$ cat src/rtl/cmp_hysteresis_switch.sv
// cmp_hysteresis_switch: debounced on/off command from comparator flags, with a post-switch dwell lockout
module cmp_hysteresis_switch #(
  parameter int CONFIRM_N = 3,
  parameter int CNT_W     = 4,
  parameter int MIN_HOLD  = 100,
  parameter int HOLD_W    = 16
) (
  input  logic clk,
  input  logic rst,
  input  logic sta,
  input  logic agb,
  input  logic alb,
  output logic switch_out,
  output logic switch_pulse,
  output logic done_sig,
  output logic err_both
);
  typedef enum logic {OFF, ON} state_t;
  state_t state_q, state_d;
  logic [CNT_W-1:0] cnt_q, cnt_d;
  logic [HOLD_W-1:0] dwell_q, dwell_d;
  logic pulse_q, pulse_d, done_q, err_q, err_d, qual, fire, locked;
  always_comb begin
    locked  = dwell_q != '0;
    qual    = sta & (state_q == ON ? alb & ~agb : agb & ~alb);
    fire    = qual & ~locked & (cnt_q == CNT_W'(CONFIRM_N - 1));
    state_d = fire ? (state_q == ON ? OFF : ON) : state_q;
    // any valid sample that cannot advance the count (oppose, neither, both, or inside dwell) clears it
    cnt_d   = !sta ? cnt_q : (!qual || locked || fire) ? '0 : (&cnt_q ? cnt_q : cnt_q + 1'b1);
    dwell_d = fire ? HOLD_W'(MIN_HOLD) : locked ? dwell_q - 1'b1 : dwell_q;
    pulse_d = fire;
    err_d   = sta & agb & alb;
  end
  always_ff @(posedge clk) begin
    if (!rst) begin
      state_q <= OFF;
      cnt_q   <= '0;
      dwell_q <= '0;
      pulse_q <= 1'b0;
      done_q  <= 1'b0;
      err_q   <= 1'b0;
    end else begin
      state_q <= state_d;
      cnt_q   <= cnt_d;
      dwell_q <= dwell_d;
      pulse_q <= pulse_d;
      done_q  <= sta;
      err_q   <= err_d;
    end
  end
  assign switch_out   = state_q == ON;
  assign switch_pulse = pulse_q;
  assign done_sig     = done_q;
  assign err_both     = err_q;
endmodule

$ cat config.mk
export PLATFORM = sky130hd
export DESIGN_NAME = cmp_hysteresis_switch
export DESIGN_NICKNAME = d
export VERILOG_FILES = /design/src/rtl/cmp_hysteresis_switch.sv
export SDC_FILE = /design/constraint.sdc
export NUM_CORES = 1
export LEC_CHECK = 0
export CORE_UTILIZATION = 53
export DETAILED_ROUTE_END_ITERATION = 7
export GPL_TIMING_DRIVEN = 0
export PLACE_DENSITY_LB_ADDON = 0.12
export SYNTH_ARGS = -nofsm -noshare
export SYNTH_HDL_FRONTEND = slang
export SYNTH_SLANG_ARGS = --single-unit
$ cat constraint.sdc
create_clock -name clk -period 3.7 [get_ports clk]
set_input_delay 0.555 -clock clk [delete_from_list [all_inputs] [get_ports clk]]
set_output_delay 0.555 -clock clk [all_outputs]
set_load 0.1 [all_outputs]
Word-level counts from Yosys, hierarchy flattened
Index checks and enable logic that the tools add are counted.
{"block": "totals", "output_inout_bits": 4, "wordCells": 36, "register_bits": 24}
{"block": "classes", "muxes": 6, "reduce_logical": 8, "add_sub_neg": 2, "n_eq_ne": 2, "bitwise": 11}
{"cell": "16-bit nonzero test", "count": 1}
{"cell": "16-bit by 1-bit subtractor with 16-bit output, second input constant", "count": 1}
{"cell": "7-bit 2-to-1 mux", "count": 2}
{"cell": "4-bit 2-to-1 mux", "count": 2}
{"cell": "1-bit AND", "count": 7}
{"cell": "4-bit by 1-bit adder with 4-bit output, second input constant", "count": 1}
{"cell": "4-bit by 2-bit == test with 1-bit output, second input constant", "count": 1}
{"cell": "1-bit NOT", "count": 4}
{"cell": "4-bit AND reduction", "count": 1}
{"cell": "1-bit logical OR", "count": 2}
{"cell": "1-bit 2-to-1 mux", "count": 2}
{"cell": "2-bit != test, second input constant", "count": 1}
{"cell": "2-bit AND reduction", "count": 1}
{"cell": "2-bit nonzero test", "count": 1}
{"cell": "2-bit OR reduction", "count": 1}
{"cell": "1-bit logical NOT", "count": 1}

Logic depth before layout (Yosys ltp)
Gate-level depths: netlist of the first run.
{"block": "logic_depth", "ltp_word": 9, "mapped_depth": 7}

Least setup slack after synthesis of the first run
OpenSTA, ideal clock, no wires.
{"block": "synth_path", "path_kind": "reg-to-reg", "startpoint": "reg state_q (netlist: switch_out)", "endpoint": "reg cnt_q[0]", "synth_period_minus_slack_ps": 2094, "arrival_time_ps": 1972, "path_stages_with_launch": 5, "setup_slack_ps": 1606, "n_path_buf": 0, "cell_sequence": "dfxtp_1 -> nand3b_1 -> and2_1 -> o41a_1 -> mux2i_1"}
{"block": "synth_via", "elab_chain_len": 7, "elab_cells_between_ends": 10, "classes_between": "1 x eq/ne; 2 x mux; 3 x bitwise; 4 x reduce/logical"}
{"item": "from (decl)", "line_no": "19", "text": "state_t state_q, state_d;"}
{"item": "from (signal assigned)", "line_no": "43", "text": "state_q <= state_d;"}
{"item": "1-bit 2-to-1 mux *", "line_no": "25", "text": "qual = sta & (state_q == ON ? alb & ~agb : agb & ~alb);"}
{"item": "1-bit AND *", "line_no": "25"}
{"item": "1-bit AND / 1-bit logical NOT (equally long branches)", "line_no": "26, 29"}
{"item": "1-bit AND / 1-bit logical OR (equally long branches)", "line_no": "26, 29"}
{"item": "1-bit logical OR *", "line_no": "29", "text": "cnt_d = !sta ? cnt_q : (!qual || locked || fire) ? '0 : (&cnt_q ? cnt_q : cnt_q + 1'b1);"}
{"item": "2-bit != test (no source line)"}
{"item": "2-bit AND reduction (no source line)"}
{"item": "to (signal assigned)", "line_no": "44", "text": "cnt_q <= cnt_d;"}
{"item": "to (decl)", "line_no": "20", "text": "logic [CNT_W-1:0] cnt_q, cnt_d;"}
Mark *: on every way between the ends. The rest lies on a longest branch, timed or not.
A chain may end at the register's enable or synchronous reset.

Final worst setup path of the first run
{"block": "layout_path", "startpoint": "reg state_q (netlist: switch_out)", "endpoint": "out switch_out"}
{"item": "to (decl)", "line_no": "13", "text": "output logic switch_out,"}
No word-level cell between the ends.

==> impl_metrics.json, run 1 <==
{
  "gp_congestion": 0.856,
  "worst_hold_path_type": "flip-flop to flip-flop",
  "multi_input_area_um2": 753,
  "cts_setup_buffers": 0,
  "dieArea_um2": 2600,
  "final_hold_viol_count": 0,
  "wl_per_cell_um": 14.4,
  "initialDrtViolationCount": 26,
  "root_buffer": "clkbuf_4",
  "vias": 1173,
  "met3_usage_pct": 2.68,
  "cts_buffers": 3,
  "p_leak_nw": 0.506,
  "drv_slew": 0,
  "slowest_stage": "clkdlybuf4s50_1",
  "register_area_um2": 480,
  "antenna_found_initial": 0,
  "yosys-top-cells-count": "24 x dfxtp_1, 11 x a21oi_1, 11 x nand2_1, 10 x nor2_1, 7 x or4_1",
  "crit_buf_inv": 1,
  "ys_warn_count": 0,
  "cts-hold-fix-buffers": 0,
  "slew_headroom_pct": 35.9,
  "cts_max_level": 1,
  "status": "finished, final reports clean",
  "tritoncts": "done",
  "drive_gt1_share_pct": 8.28,
  "avgSynthCellArea_um2": 8.66,
  "grt_first_pass_wirelength_um": 4670,
  "yosysMostFrequentCell": "dfxtp_1",
  "die_width_um": 51,
  "async_flop_share_pct": 0,
  "fin_hold_ws_ps": 508,
  "postRouteWirelength_um": 2660,
  "worstPathMaxFanout": 5,
  "cts_buffer_depth": 2,
  "via_per_inst": 6.34,
  "grt.met2_usage_pct": 37.1,
  "synth_top_flop_cell": "dfxtp_1",
  "synth.distinct_cells": 46,
  "clock_sinks": 24,
  "grt_most_used_layer": "met2",
  "cp_num_cells": 1,
  "nets": 167,
  "irDropWorstVdd_uv": 676,
  "grt_usage_pct": 23.8,
  "crit_required_ps": 3140,
  "start_util_pct": 57.0,
  "post_cts_resized": 0,
  "total_power_mw": 1.30,
  "rsz0062_at_grt": "no",
  "arrival_ps": 1850,
  "hp-start": "cnt_q[0]$_SDFFE_PN0P_",
  "syn_inst": 147,
  "fillerInstances": 222,
  "max_cap_viol_count": 0,
  "first_pass_iters": 4,
  "synth-edff-count": 0,
  "grt_use_met1_pct": 33.6,
  "setup-violations-final": 0,
  "synth_top_area_share_pct": 37.8,
  "yosys-mux-area-fraction_pct": 1.57,
  "slowest_delay_ps": 1150,
  "clkTransAtPathRegs_ps": 120,
  "coreArea_um2": 2230,
  "synth_top_family_by_area": "simple AND/OR/NAND/NOR gates",
  "dp.cells": 182,
  "die_height_um": 51,
  "yosys.area_share.simple_pct": 34.1,
  "syn_area_um2": 1270,
  "rows": 17,
  "synthAdderAreaFrac_pct": 2.95,
  "path_class": "flip-flop to output pin",
  "ant_nets": 0,
  "yosys.area.top_type": "dfxtp_1",
  "worstSkewPairLatency_ps": 310,
  "power_density_nw_per_um2": 929,
  "io_pins": 9,
  "path_cells": "clkdlybuf4s50_1",
  "final.min_clock_period_ps": 2400,
  "crit_path_start": "switch_out$_SDFFE_PN0P_",
  "synth-seq-cells": 24,
  "drc": 0,
  "synth_xor_area_share_pct": 1.38,
  "grt_pass1_vias": 1052,
  "cp-end-kind": "output pin",
  "yosysSeqAreaShare_pct": 37.8,
  "numPortBuffers": 7,
  "worst_pin_slew_ps": 959,
  "cp-start-kind": "flip-flop",
  "finalSetupTns_ps": 0,
  "synth_compound_area_share_pct": 19.2,
  "rr_worst_depth": 7,
  "hold_depth": 2,
  "grt_max_degree": 13,
  "clock.fmax_mhz": 416,
  "synth_area_leaders": "dfxtp_1 38%, a21oi_1 4.3%, or4_1 4.1%, nand2_1 3.2%, ha_1 2.9%",
  "overflow": 0,
  "syn_nets": 155,
  "final_cells": 185,
  "finalCritPeriodShare_pct": 65.0,
  "crit_family": "buffers and inverters",
  "area_growth_pct": 10.0,
  "r2r_start": "dwell_q[0]$_SDFFE_PP0P_",
  "antenna-diode-count": 0,
  "post-dp-hpwl_um": 1940,
  "clock_skew_ps": 4.62
}
-- path summary, 6_finish.rpt --
path | to | slack (ps)
setup reg to reg | dwell_q[0]$_SDFFE_PP0P_ | 1490
hold reg to reg | cnt_q[0]$_SDFFE_PN0P_ | 510
hold / removal | cnt_q[0]$_SDFFE_PN0P_ | 510
setup / recovery | switch_out | 1300
-- cell usage in the layout (no fill, tap or decap), types with 3 or more instances in the layout --
cell type         n
dfxtp_1          24
a21oi_1          11
nand2_1          11
nor2_1           10
or4_1             7
clkdlybuf4s50_1   7
inv_1             6
or3_1             6
nand3_1           5
o21ai_0           5
o211ai_1          4
nor4_2            3
nor4_1            3
nand3b_1          3
nor3_1            3
o31ai_1           3
nor2b_1           3
ha_1              3
clkbuf_4          3
-- layout make-up --
cell class	instances	share of cell area (%)
multi-input cells	114	53.8
repair buffers	7	5.00
inverters	6	1.61
flip-flops and latches	24	34.3
well taps	28	2.50
clock buffers	3	1.61
plain buffers	3	1.16
-- cells by family (layout without fill, tap and decap cells) --
family,Yosys count,after routing
buf+inv,9,19
mux,2,2
xor+xnor,2,2
fa+ha+maj,3,3
flops,24,24
compound gates,37,37
simple gates,70,70
-- through the flow --
| step | setup WS, ps | area (µm²) | utilization (%) |
|---|---|---|---|
| 2_1_floorplan | 1610 | 1270 | - |
| 3_3_place_gp | 1180 | 1380 | 61.7 |
| 3_5_place_dp | 1210 | 1380 | 61.7 |
| 4_1_cts | 1290 | 1400 | 62.7 |
| 5_1_grt | 1250 | 1400 | 62.7 |
| 6_report | 1300 | 1400 | 62.7 |
-- per-layer routing --
| layer | routed length, µm | up-vias |
|---|---|---|
| met4 | 36 | 0 |
| met3 | 89 | 5 |
| li1 | - | 583 |
| met1 | 1340 | 565 |
| met5 | 0 | - |
| met2 | 1200 | 20 |
-- where the power goes --
| part | internal, mW | leakage (nW) | switching (mW) |
|---|---|---|---|
| logic | 0.302 | 0.296 | 0.440 |
| clock network | 0.0381 | 0.0138 | 0.0752 |
| registers | 0.342 | 0.196 | 0.104 |
-- sequential cells by signal, summed over array words and instances (netlist names) --
name          cells
switch_out        1
cnt_q             4
done_sig          1
switch_pulse      1
dwell_q          16
err_both          1
Note: power is estimated with default switching activity, not from simulation.
==> run 2, diff against run 1 <==
==> constraint.sdc (replaced) <==
create_clock -name clk -period 2.3 [get_ports clk]
set_input_delay 0.345 -clock clk [delete_from_list [all_inputs] [get_ports clk]]
set_output_delay 0.345 -clock clk [all_outputs]
set_load 0.1 [all_outputs]
==> impl_metrics.json, run 2 (same netlist as run 1, synthesis figures left out) <==
{
  "clock_skew_ps": 4.70,
  "ant_nets": 0,
  "slowest_stage": "clkdlybuf4s50_1",
  "status": "finished, final reports clean",
  "drive_gt1_share_pct": 9.55,
  "rsz0062_at_grt": "no",
  "gp_congestion": 0.856,
  "most-common-layout-cells": "24 x dfxtp_1, 11 x a21oi_1, 11 x nand2_1",
  "worst_pin_slew_ps": 959,
  "largest_reg_flops": 16,
  "initialDrtViolationCount": 21,
  "start_util_pct": 57.0,
  "worstSkewPairLatency_ps": 310,
  "grt_pass1_vias": 1052,
  "grt.met2_usage_pct": 37.1,
  "power_density_nw_per_um2": 1500,
  "coreArea_um2": 2230,
  "grt_use_met1_pct": 33.6,
  "antenna-diode-count": 0,
  "grt_max_degree": 13,
  "crit_buf_inv": 1,
  "antenna_found_initial": 0,
  "p_leak_nw": 0.510,
  "worst_hold_path_type": "input port to flip-flop",
  "numPortBuffers": 7,
  "final_hold_viol_count": 0,
  "top_register": "dwell_q",
  "grt_usage_pct": 23.8,
  "setup-violations-final": 0,
  "drv_slew": 0,
  "root_buffer": "clkbuf_4",
  "slew_headroom_pct": 35.9,
  "wl_per_cell_um": 14.4,
  "clock_sinks": 24,
  "die_height_um": 51,
  "cts_buffer_depth": 2,
  "post-dp-hpwl_um": 1940,
  "final_common_cell": "dfxtp_1",
  "worstPathMaxFanout": 5,
  "clock.fmax_mhz": 456,
  "fin_hold_ws_ps": 441,
  "postRouteWirelength_um": 2670,
  "first_pass_iters": 4,
  "drc": 0,
  "crit_required_ps": 1960,
  "via_per_inst": 6.43,
  "cts_setup_buffers": 0,
  "grt_first_pass_wirelength_um": 4670,
  "clkTransAtPathRegs_ps": 130,
  "cp-end-kind": "output pin",
  "dieArea_um2": 2600,
  "tritoncts": "done",
  "cp-start-kind": "flip-flop",
  "dpl_cell_area_um2": 1380,
  "die_width_um": 51,
  "area_growth_pct": 10.9,
  "finalCritPeriodShare_pct": 95.4,
  "path_class": "flip-flop to output pin",
  "rows": 17,
  "crit_family": "buffers and inverters",
  "path_cells": "clkdlybuf4s50_1",
  "final.min_clock_period_ps": 2200,
  "slowest_delay_ps": 1150,
  "arrival_ps": 1850,
  "irDropWorstVdd_uv": 1050,
  "nets": 167,
  "grt_most_used_layer": "met2",
  "cts_max_level": 1,
  "vias": 1190,
  "cts_buffers": 3,
  "max_cap_viol_count": 0,
  "fin_area_um2": 1410,
  "reg_top3": "dwell_q (16), cnt_q (4)",
  "overflow": 0,
  "io_pins": 9,
  "met3_usage_pct": 2.68
}
run 2: per-stage QoR:
| stage | utilization, % | std cells | TNS [ps] | setup WS, ps | power (mW) |
|---|---|---|---|---|---|
| 2_1_floorplan | - | 147 | 0 | 206 | 1.63 |
| 3_5_place_dp | 61.7 | 182 | 0 | 16.1 | 1.90 |
| 6_report | 63.2 | 185 | 0 | 105 | 2.11 |
| 3_3_place_gp | 61.7 | 182 | -31.6 | -10.3 | 1.84 |
| 4_1_cts | 62.7 | 185 | 0 | 102 | 2.09 |
| 5_1_grt | 63.2 | 185 | 0 | 60.7 | 2.31 |
run 2: path summary, 6_finish.rpt:
path / start / endpoint / slack, ps / cells after the start
worst max-delay path: switch_out$_SDFFE_PN0P_ / switch_out / 100 / 1
worst min register to register: cnt_q[0]$_SDFFE_PN0P_ / cnt_q[0]$_SDFFE_PN0P_ / 510 / 2
worst min-delay path: rst / dwell_q[6]$_SDFFE_PN0P_ / 440 / 2
worst max register to register: dwell_q[0]$_SDFFE_PP0P_ / dwell_q[2]$_SDFFE_PN0P_ / 210 / 7
run 2: where the power goes:
group	leakage, nW	internal [mW]	switching, mW	total [mW]
Clock	0.0138	0.0613	0.123	0.184
Sequential	0.196	0.550	0.174	0.724
Combinational	0.300	0.498	0.705	1.20
Total	0.510	1.11	1.00	2.11
run 2: layout make-up:
class | instances | area (µm²)
timing repair buffer | 7 | 70.1
sequential | 24 | 480
buffer | 3 | 16.3
inverter | 6 | 22.5
clock buffer | 3 | 22.5
fill | 222 | 822
tap | 28 | 35.0
multi-input combinational | 114 | 764
run 2: timing repair:
action | CTS | global route
setup endpoints to repair | 0 | 10
resized for setup | 0 | 2
hold buffers | 0 | 0
run 2: layer usage:
| metal | vias up | share of wire (%) |
|---|---|---|
| li1 | 580 | - |
| met1 | 581 | 50 |
| met2 | 24 | 46 |
| met3 | 5 | 3.3 |
| met4 | 0 | 1.3 |
| met5 | - | 0 |
